### config.mk
export PLATFORM = sky130hd
export DESIGN_NAME = muldiv_unit
export DESIGN_NICKNAME = d
export VERILOG_FILES = /design/src/rtl/muldiv_unit.sv
export SDC_FILE = /design/constraint.sdc
export NUM_CORES = 1
export LEC_CHECK = 0
export ABC_AREA = 1
export CAP_MARGIN = 20
export CELL_PAD_IN_SITES_DETAIL_PLACEMENT = 0
export CELL_PAD_IN_SITES_GLOBAL_PLACEMENT = 1
export CORE_MARGIN = 10
export CORE_UTILIZATION = 47
export CTS_BUF_LIST = sky130_fd_sc_hd__clkbuf_2 sky130_fd_sc_hd__clkbuf_4 sky130_fd_sc_hd__clkbuf_8
export DETAILED_ROUTE_END_ITERATION = 10
export PLACE_DENSITY = 0.89
export RECOVER_POWER = 25
export SYNTH_ARGS = -nofsm -noshare
export SYNTH_HDL_FRONTEND = slang
export SYNTH_SLANG_ARGS = --single-unit
### constraint.sdc
create_clock -name clk -period 7 [get_ports clk]
set_input_delay 1.05 -clock clk [delete_from_list [all_inputs] [get_ports clk]]
set_output_delay 1.05 -clock clk [all_outputs]
set_load 0.005 [all_outputs]
### src/rtl/muldiv_unit.sv
// muldiv_unit: iterative RV32M multiply/divide with valid/ready request and response channels.
// Optional MULDIV_FAST_MUL_EN: single-cycle multiply; divides stay iterative in both builds.
module muldiv_unit #(
    parameter int DATA_WIDTH = 32
) (
    input  logic                  clk,
    input  logic                  rst_n,
    input  logic                  flush,
    input  logic                  req_valid,
    output logic                  req_ready,
    input  logic [2:0]            funct3,
    input  logic [DATA_WIDTH-1:0] input0,
    input  logic [DATA_WIDTH-1:0] input1,
    output logic                  resp_valid,
    input  logic                  resp_ready,
    output logic [DATA_WIDTH-1:0] out,
    output logic                  is_zero
);
    localparam int W  = DATA_WIDTH;
    localparam int CW = $clog2(W);

    localparam logic [1:0] IDLE = 2'd0;
    localparam logic [1:0] BUSY = 2'd1;
    localparam logic [1:0] DONE = 2'd2;

    localparam logic [2:0] F3_MUL    = 3'b000;
    localparam logic [2:0] F3_MULH   = 3'b001;
    localparam logic [2:0] F3_MULHSU = 3'b010;
    localparam logic [2:0] F3_MULHU  = 3'b011;
    localparam logic [2:0] F3_DIV    = 3'b100;
    localparam logic [2:0] F3_DIVU   = 3'b101;
    localparam logic [2:0] F3_REM    = 3'b110;

    localparam logic [CW-1:0] LAST_STEP = CW'(W - 1);
    localparam logic [W-1:0]  MOST_NEG  = {1'b1, {(W-1){1'b0}}};

    logic [1:0]     state;
    logic [2:0]     op;
    logic           sign0;
    logic           sign1;
    logic [CW-1:0]  count;
    logic [2*W-1:0] acc;
    logic [W-1:0]   b_reg;
    logic           special;
    logic [W-1:0]   special_val;

    logic           signed0;
    logic           signed1;
    logic           neg0;
    logic           neg1;
    logic [W-1:0]   mag0;
    logic [W-1:0]   mag1;
    logic           div_zero;
    logic           div_ovf;
    logic [W-1:0]   special_now;
    logic           fast_now;
    logic [CW-1:0]  first_count;

    logic [W:0]     sum;
    logic [2*W-1:0] mul_next;
    logic [W:0]     rem_sh;
    logic [W:0]     diff;
    logic [2*W-1:0] div_next;
    logic [2*W-1:0] next_acc;
    logic [2*W-1:0] prod;
    logic [2*W-1:0] prod_s;
    logic [W-1:0]   quot_s;
    logic [W-1:0]   rem_s;
    logic [W-1:0]   result;

    assign req_ready  = (state == IDLE);
    assign resp_valid = (state == DONE);
    assign is_zero    = (out == '0);

`ifdef MULDIV_FAST_MUL_EN
    assign fast_now = ~funct3[2];
`else
    assign fast_now = 1'b0;
`endif

    // Request decode: operand magnitudes, result signs and the divide corner cases.
    always_comb begin
        signed0 = 1'b0;
        signed1 = 1'b0;
        case (funct3)
            F3_MULH, F3_DIV, F3_REM: begin
                signed0 = 1'b1;
                signed1 = 1'b1;
            end
            F3_MULHSU: signed0 = 1'b1;
            default: ;
        endcase
        neg0 = signed0 & input0[W-1];
        neg1 = signed1 & input1[W-1];
        mag0 = neg0 ? -input0 : input0;
        mag1 = neg1 ? -input1 : input1;
        div_zero = funct3[2] & (input1 == '0);
        div_ovf  = funct3[2] & ~funct3[0] & (input0 == MOST_NEG) & (input1 == '1);
        if (div_zero)
            special_now = funct3[1] ? input0 : '1;
        else
            special_now = funct3[1] ? '0 : input0;
        first_count = (div_zero | div_ovf | fast_now) ? '0 : LAST_STEP;
    end

    // acc is {high, low}: multiply shifts the product in from the top, divide shifts
    // quotient bits in at the bottom while the partial remainder grows in the top half.
    always_comb begin
        sum      = {1'b0, acc[2*W-1:W]} + {1'b0, b_reg};
        mul_next = acc[0] ? {sum, acc[W-1:1]} : {1'b0, acc[2*W-1:1]};
        rem_sh   = {acc[2*W-1:W], acc[W-1]};
        diff     = rem_sh - {1'b0, b_reg};
        div_next = diff[W] ? {rem_sh[W-1:0], acc[W-2:0], 1'b0}
                           : {diff[W-1:0], acc[W-2:0], 1'b1};
        next_acc = op[2] ? div_next : mul_next;
`ifdef MULDIV_FAST_MUL_EN
        prod = {{W{1'b0}}, b_reg} * {{W{1'b0}}, acc[W-1:0]};
`else
        prod = mul_next;
`endif
        prod_s = (sign0 ^ sign1) ? -prod : prod;
        quot_s = (sign0 ^ sign1) ? -div_next[W-1:0] : div_next[W-1:0];
        rem_s  = sign0 ? -div_next[2*W-1:W] : div_next[2*W-1:W];
        case (op)
            F3_MUL:                      result = prod_s[W-1:0];
            F3_MULH, F3_MULHSU, F3_MULHU: result = prod_s[2*W-1:W];
            F3_DIV, F3_DIVU:             result = quot_s;
            default:                     result = rem_s;
        endcase
        if (special)
            result = special_val;
    end

    // Corner cases and fast multiplies load a zero count, so they finish after one BUSY cycle.
    always_ff @(posedge clk or negedge rst_n) begin
        if (!rst_n) begin
            state       <= IDLE;
            op          <= F3_MUL;
            sign0       <= 1'b0;
            sign1       <= 1'b0;
            count       <= '0;
            acc         <= '0;
            b_reg       <= '0;
            special     <= 1'b0;
            special_val <= '0;
            out         <= '0;
        end else if (flush) begin
            state <= IDLE;
        end else begin
            case (state)
                IDLE: begin
                    if (req_valid) begin
                        op          <= funct3;
                        sign0       <= neg0;
                        sign1       <= neg1;
                        count       <= first_count;
                        acc         <= {{W{1'b0}}, (funct3[2] ? mag0 : mag1)};
                        b_reg       <= funct3[2] ? mag1 : mag0;
                        special     <= div_zero | div_ovf;
                        special_val <= special_now;
                        state       <= BUSY;
                    end
                end
                BUSY: begin
                    acc   <= next_acc;
                    count <= count - CW'(1);
                    if (count == '0) begin
                        out   <= result;
                        state <= DONE;
                    end
                end
                DONE: begin
                    if (resp_ready)
                        state <= IDLE;
                end
                default: state <= IDLE;
            endcase
        end
    end

endmodule

* Word level (Yosys, flattened, before mapping)
Cells that the tools add are included.
** Word-level totals
- Flip-flop bits (word level) :: 173
- Input bits :: 72
- Output and inout bits :: 35
- Logic and storage cells :: 86
** Cells by class
- $add $sub $neg :: 8
- Equal/unequal tests :: 17
- Mux-type cells :: 27
- Bitwise logic cells :: 10
- Reduce and logical (&&, ||, !) cells :: 14
** Operators by type and width (count)
- 2-to-1 mux 32 bit :: 10
- 2-to-1 mux 64 bit :: 5
- negation 32 bit :: 4
- case mux 64 bit (2 select lines) :: 1
- case mux 32 bit (3 select lines) :: 1
- equality test 32 bit (second input constant) :: 2
- logical NOT 32 bit :: 2
- negation 64 bit :: 1
- adder 32 x 32 -> 33 bit :: 1
- subtractor 33 x 32 -> 33 bit :: 1
- equality test 3 bit (second input constant) :: 4
- AND reduction 3 bit :: 4
- 2-to-1 mux 5 bit :: 2
- case mux 5 bit (2 select lines) :: 1
- equality test 3 x 2 -> 1 bit (second input constant) :: 3
- 2-to-1 mux 2 bit :: 4
- AND 1 bit :: 6
- equality test 3 x 1 -> 1 bit (second input constant) :: 2
- inequality test 3 bit (second input constant) :: 2
- case mux 2 bit (3 select lines) :: 1
- OR reduction 3 bit :: 2
- logical NOT 5 bit :: 1
- subtractor 5 x 1 -> 5 bit (second input constant) :: 1
- OR reduction 4 bit :: 1
- 12 further kinds :: 14

* Depth between registers and ports, before layout
- Depth in word-level cells :: 8
- Depth in mapped cells :: 33
- Gate-level depth less buffers :: 30

* Worst setup path before layout
No wires, ideal clock.
- Path type :: register -> register
- Start :: reg acc[31]
- End :: reg out[10]
- Library setup time :: 123 ps
- Arrival :: 3583 ps
- Data required time :: 6877 ps
- Setup slack :: 3294 ps
- Cell stages (with the launch flop) :: 27
- Path buffers :: 4
- Clock period less this slack :: 3706 ps
- Path through :: dfrtp_1 > inv_1 > ha_1 > inv_1 > fa_1 > nand2_1 > nand2_1 > nand3_1 > nand2_2 > nand2_1 > nand2_2 > nand2_4 > nand2_2 > nand2_2 > nand2_4 > buf_6 > buf_6 > buf_2 > ha_1 > nor2_1 > clkbuf_1 > nand2_1 > o2111ai_1 > nand3_1 > o21bai_1 > o21ai_0 > nand2_1
** On the way
- Word-level cells in the longest chain between the ends :: 6
- Elaborated cells between the ends (all ways) :: 11
- Classes of those cells :: add/sub: 4; mux: 7
** Ends and longest elaborated chain
- start, declared :: RTL line 42 : logic [2*W-1:0] acc;
- start signal, assigned :: RTL line 157 : acc <= {{W{1'b0}}, (funct3[2] ? mag0 : mag1)};
- start signal, assigned :: RTL line 165 : acc <= next_acc;
- subtractor 33 x 32 -> 33 bit :: RTL line 112 : diff = rem_sh - {1'b0, b_reg};
- 2-to-1 mux 64 bit :: RTL line 113 : div_next = diff[W] ? {rem_sh[W-1:0], acc[W-2:0], 1'b0}
- negation 32 bit (on tied branches) :: RTL line 123, 122
- 2-to-1 mux 32 bit (on tied branches) :: RTL line 123, 122
- case mux 32 bit (3 select lines) (*) :: RTL line 124 : case (op)
- 2-to-1 mux 32 bit (*) :: RTL line 130 : if (special)
- end signal, assigned :: RTL line 168 : out <= result;
- end, declared :: RTL line 16 : output logic [DATA_WIDTH-1:0] out,
Mark *: on every way between the ends. The rest lies on a longest branch, timed or not.
A chain may end at the register's enable or synchronous reset.

* Worst setup path after layout
- Start :: reg acc[31]
- End :: reg out[12]
Same word-level chain as after synthesis.

==> impl_metrics.env <==
export IMPL_synthAdderAreaFrac_pct=4.614
export IMPL_met1_usage_pct=44.43
export IMPL_synth_xor_area_share_pct=3.909
export IMPL_core_area_mm2=0.04298
export IMPL_relSlewSlack_pct=32.23
export IMPL_numCtsBuffers=17
export IMPL_timing_final_ws_setup_ns=2.150
export IMPL_cpMostUsedCell="nand2_1"
export IMPL_setup_viol_count_final=0
export IMPL_drtPass1Iterations=9
export IMPL_drt_iter0_markers=3372
export IMPL_synth_top_family_by_area="simple AND/OR/NAND/NOR gates"
export IMPL_ir_drop_v=0.0002982
export IMPL_dp_cells=4134
export IMPL_dieArea_mm2=0.05212
export IMPL_yosysTopAreaCellShare_pct=21.23
export IMPL_synth_async_reset_ratio_pct=100.0
export IMPL_run_status="completed"
export IMPL_synth_cell_types=58
export IMPL_antenna_found_initial=4
export IMPL_min_path_type="flop to flop"
export IMPL_ant_nets=0
export IMPL_drive_above_1_share_pct=4.298
export IMPL_drv_cap=0
export IMPL_post_cts_buffers=0
export IMPL_final_cell_count_no_fill=4169
export IMPL_globalRouteMet3Util_pct=11.37
export IMPL_cts_root_buf="clkbuf_8"
export IMPL_vias=25010
export IMPL_rsz0062_at_grt="no"
export IMPL_grt_start_max_net_pins=98
export IMPL_syn_area_mm2=0.02039
export IMPL_cp_slowest_stage_delay_ns=0.58
export IMPL_yosys_top_cells_count="nand2_1, inv_1, nor2_1"
export IMPL_tightest_slew_ns=1.006
export IMPL_cp_start_kind="flop"
export IMPL_dp_hpwl_um=81530
export IMPL_synth_simple_area_share_pct=39.50
export IMPL_yosysMostFrequentCell="nand2_1"
export IMPL_powerDensity_mw_per_mm2=489.1
export IMPL_fillers=4578
export IMPL_port_buffer_count=106
export IMPL_clock_latency_ns=0.60
export IMPL_cts_clk_slew_worst_paths_ns=0.10
export IMPL_grt_pass1_wl_um=149000
export IMPL_first_global_vias=23290
export IMPL_ys_warnings_count=0
export IMPL_yosys_area_top_type="dfrtp_1"
export IMPL_crit_arrival_ns=5.33
export IMPL_wl_um=101200
export IMPL_chipWidth_um=228.3
export IMPL_grtUsageTotal_pct=37.76
export IMPL_die_h_um=228.3
export IMPL_crit_required_ns=7.48
export IMPL_cts_resized=0
export IMPL_synth_area_leaders="dfrtp_1, nand2_1, inv_1"
export IMPL_path_class="flop to flop"
export IMPL_period_needed_ns=4.850
export IMPL_rows=76
export IMPL_synth_flop_cell="dfrtp_1"
export IMPL_hold_viol=0
export IMPL_synth_seq_cells=173
export IMPL_wl_per_cell_um=24.27
export IMPL_synth_edf_count=0
export IMPL_muxShareOfSynthArea_pct=0
export IMPL_path_max_fanout=49
export IMPL_synth_compound_area_share_pct=18.22
export IMPL_routabilityCongestion=1.095
export IMPL_fin_nets=3716
export IMPL_crit_chain="inv_1, ha_1, inv_1, fa_1, nand2_1, nand2_1, nand3_1, nand2_2, nand2_1, nand2_2, nand2_4, nand3_2, nand2_4, ha_1, nor2_1, buf_4, inv_1, nand3_1, nand3_1, nand2_1, a31oi_1, nand3_1, nand2_1, nand2_1"
export IMPL_tns_ns=0
export IMPL_synthToLayoutAreaGrowth_pct=9.591
export IMPL_largest_reg_flops=64
export IMPL_syn_inst=3545
export IMPL_p_total_uw=10930
export IMPL_grt_most_used_layer="met2"
export IMPL_fmax_ghz=0.2062
export IMPL_numClockSinks=173
export IMPL_synth_seq_area_share_pct=21.23
export IMPL_grt_overflow=0
export IMPL_post_route_period_util_pct=69.29
export IMPL_h_tree_depth=4
export IMPL_drv_slew=0
export IMPL_start_util_pct=47.44
export IMPL_grt_use_met2_pct=56.90
export IMPL_synthesis_nets=3691
export IMPL_drc=0
export IMPL_via_per_inst=5.999
export IMPL_place_ws_ns=2.415
export IMPL_ios=107
export IMPL_regMostFlops="acc"
export IMPL_cts_hold_repair_buffers=0
export IMPL_clockBufferDepth=2
export IMPL_slowest_stage="nand2_4"
export IMPL_synth_avg_cell_area_um2=5.752
export IMPL_finalClockSkew_ns=0.02490
export IMPL_cts_tree="built"
export IMPL_p_leak_uw=0.01148
export IMPL_end_kind="flop"
## worst paths after layout
path                       startpoint         to  slack, ns  depth (start not counted)
hold reg to reg               out[25]    out[25]       0.52                          2
max in group asynchronous       rst_n    out[22]       4.68                          4
hold / removal                out[25]    out[25]       0.52                          2
min in group asynchronous       rst_n  b_reg[25]       0.59                          1
setup / recovery              acc[31]    out[12]       2.15                         24
setup reg to reg              acc[31]    out[12]       2.15                         24
## critical path, delay by kind of cell, from the launching register on
| kind | cells | cell delay [ns] |
|---|---|---|
| AO/OA/AOI/OAI | 1 | 0.25 |
| adder cells (fa/ha/maj) | 3 | 1.01 |
| flip-flops | 1 | 0.45 |
| buffers and inverters | 4 | 0.75 |
| AND/OR/NAND/NOR | 16 | 2.23 |
## routing by layer
| layer | up-vias | share of wire (%) |
|---|---|---|
| met3 | 353 | 11 |
| met2 | 1566 | 42 |
| met5 | - | 0.038 |
| met1 | 11580 | 37 |
| met4 | 6 | 8.9 |
| li1 | 11500 | - |
## power breakdown
group	switching, uW	leakage, uW	internal (uW)	total [uW]
sequential	434	0.00219	1240	1680
clock	518	0.000218	311	829
combinational	6160	0.00907	2260	8420
## cell usage in the layout, fill, tap and decap left out, types with 4 or more instances in the layout
cell type / n
a211oi_1: 4
a21oi_1: 172
a22oi_1: 14
a31oi_1: 30
and2_1: 4
buf_4: 30
clkbuf_8: 17
clkdlybuf4s50_1: 105
clkinv_8: 4
dfrtp_1: 171
ha_1: 72
inv_1: 517
inv_2: 5
inv_6: 5
inv_8: 4
nand2_1: 1107
nand2_2: 40
nand2_4: 7
nand3_1: 246
nand3b_1: 16
nand4_1: 56
nor2_1: 349
nor2_2: 11
nor2_4: 6
nor3_1: 44
nor4_1: 15
o2111ai_1: 6
o211ai_1: 72
o21ai_0: 245
o21ai_1: 9
o21ai_2: 4
o21bai_1: 10
o221ai_1: 20
o22ai_1: 29
o31ai_1: 7
or2_2: 6
xnor2_1: 22
xor2_1: 69
## metrics by stage
stage,utilization [%],area [um^2],hold WS (ns)
finish,51.99,22350,0.5199
global route,51.99,22340,0.5370
detailed placement,50.86,21860,0.4890
floorplan,-,20390,0.4438
global placement,50.80,21830,0.4647
CTS,51.87,22300,0.5141
## final cells by class
| type | instances | area, um^2 | share of cell area (%) |
|---|---|---|---|
| multi-input combinational | 2715 | 13520 | 60.49 |
| sequential | 173 | 4332 | 19.38 |
| inverter | 524 | 1967 | 8.802 |
| timing repair buffer | 139 | 1363 | 6.097 |
| tap | 585 | 732.0 | 3.275 |
| clock buffer | 17 | 234.0 | 1.047 |
| clock inverter | 15 | 200.2 | 0.8959 |
| antenna | 1 | 2.502 | 0.01120 |
## cells by family (layout without fill, tap and decap cells)
family	after synthesis	count (layout)
AND/OR/NAND/NOR	1911	1911
buffers and inverters	657	695
AO/OA/AOI/OAI	639	639
flip-flops	173	173
XOR/XNOR	91	91
adder cells (fa/ha/maj)	74	74
other	0	1
Power figures use the tool's default switching activity.
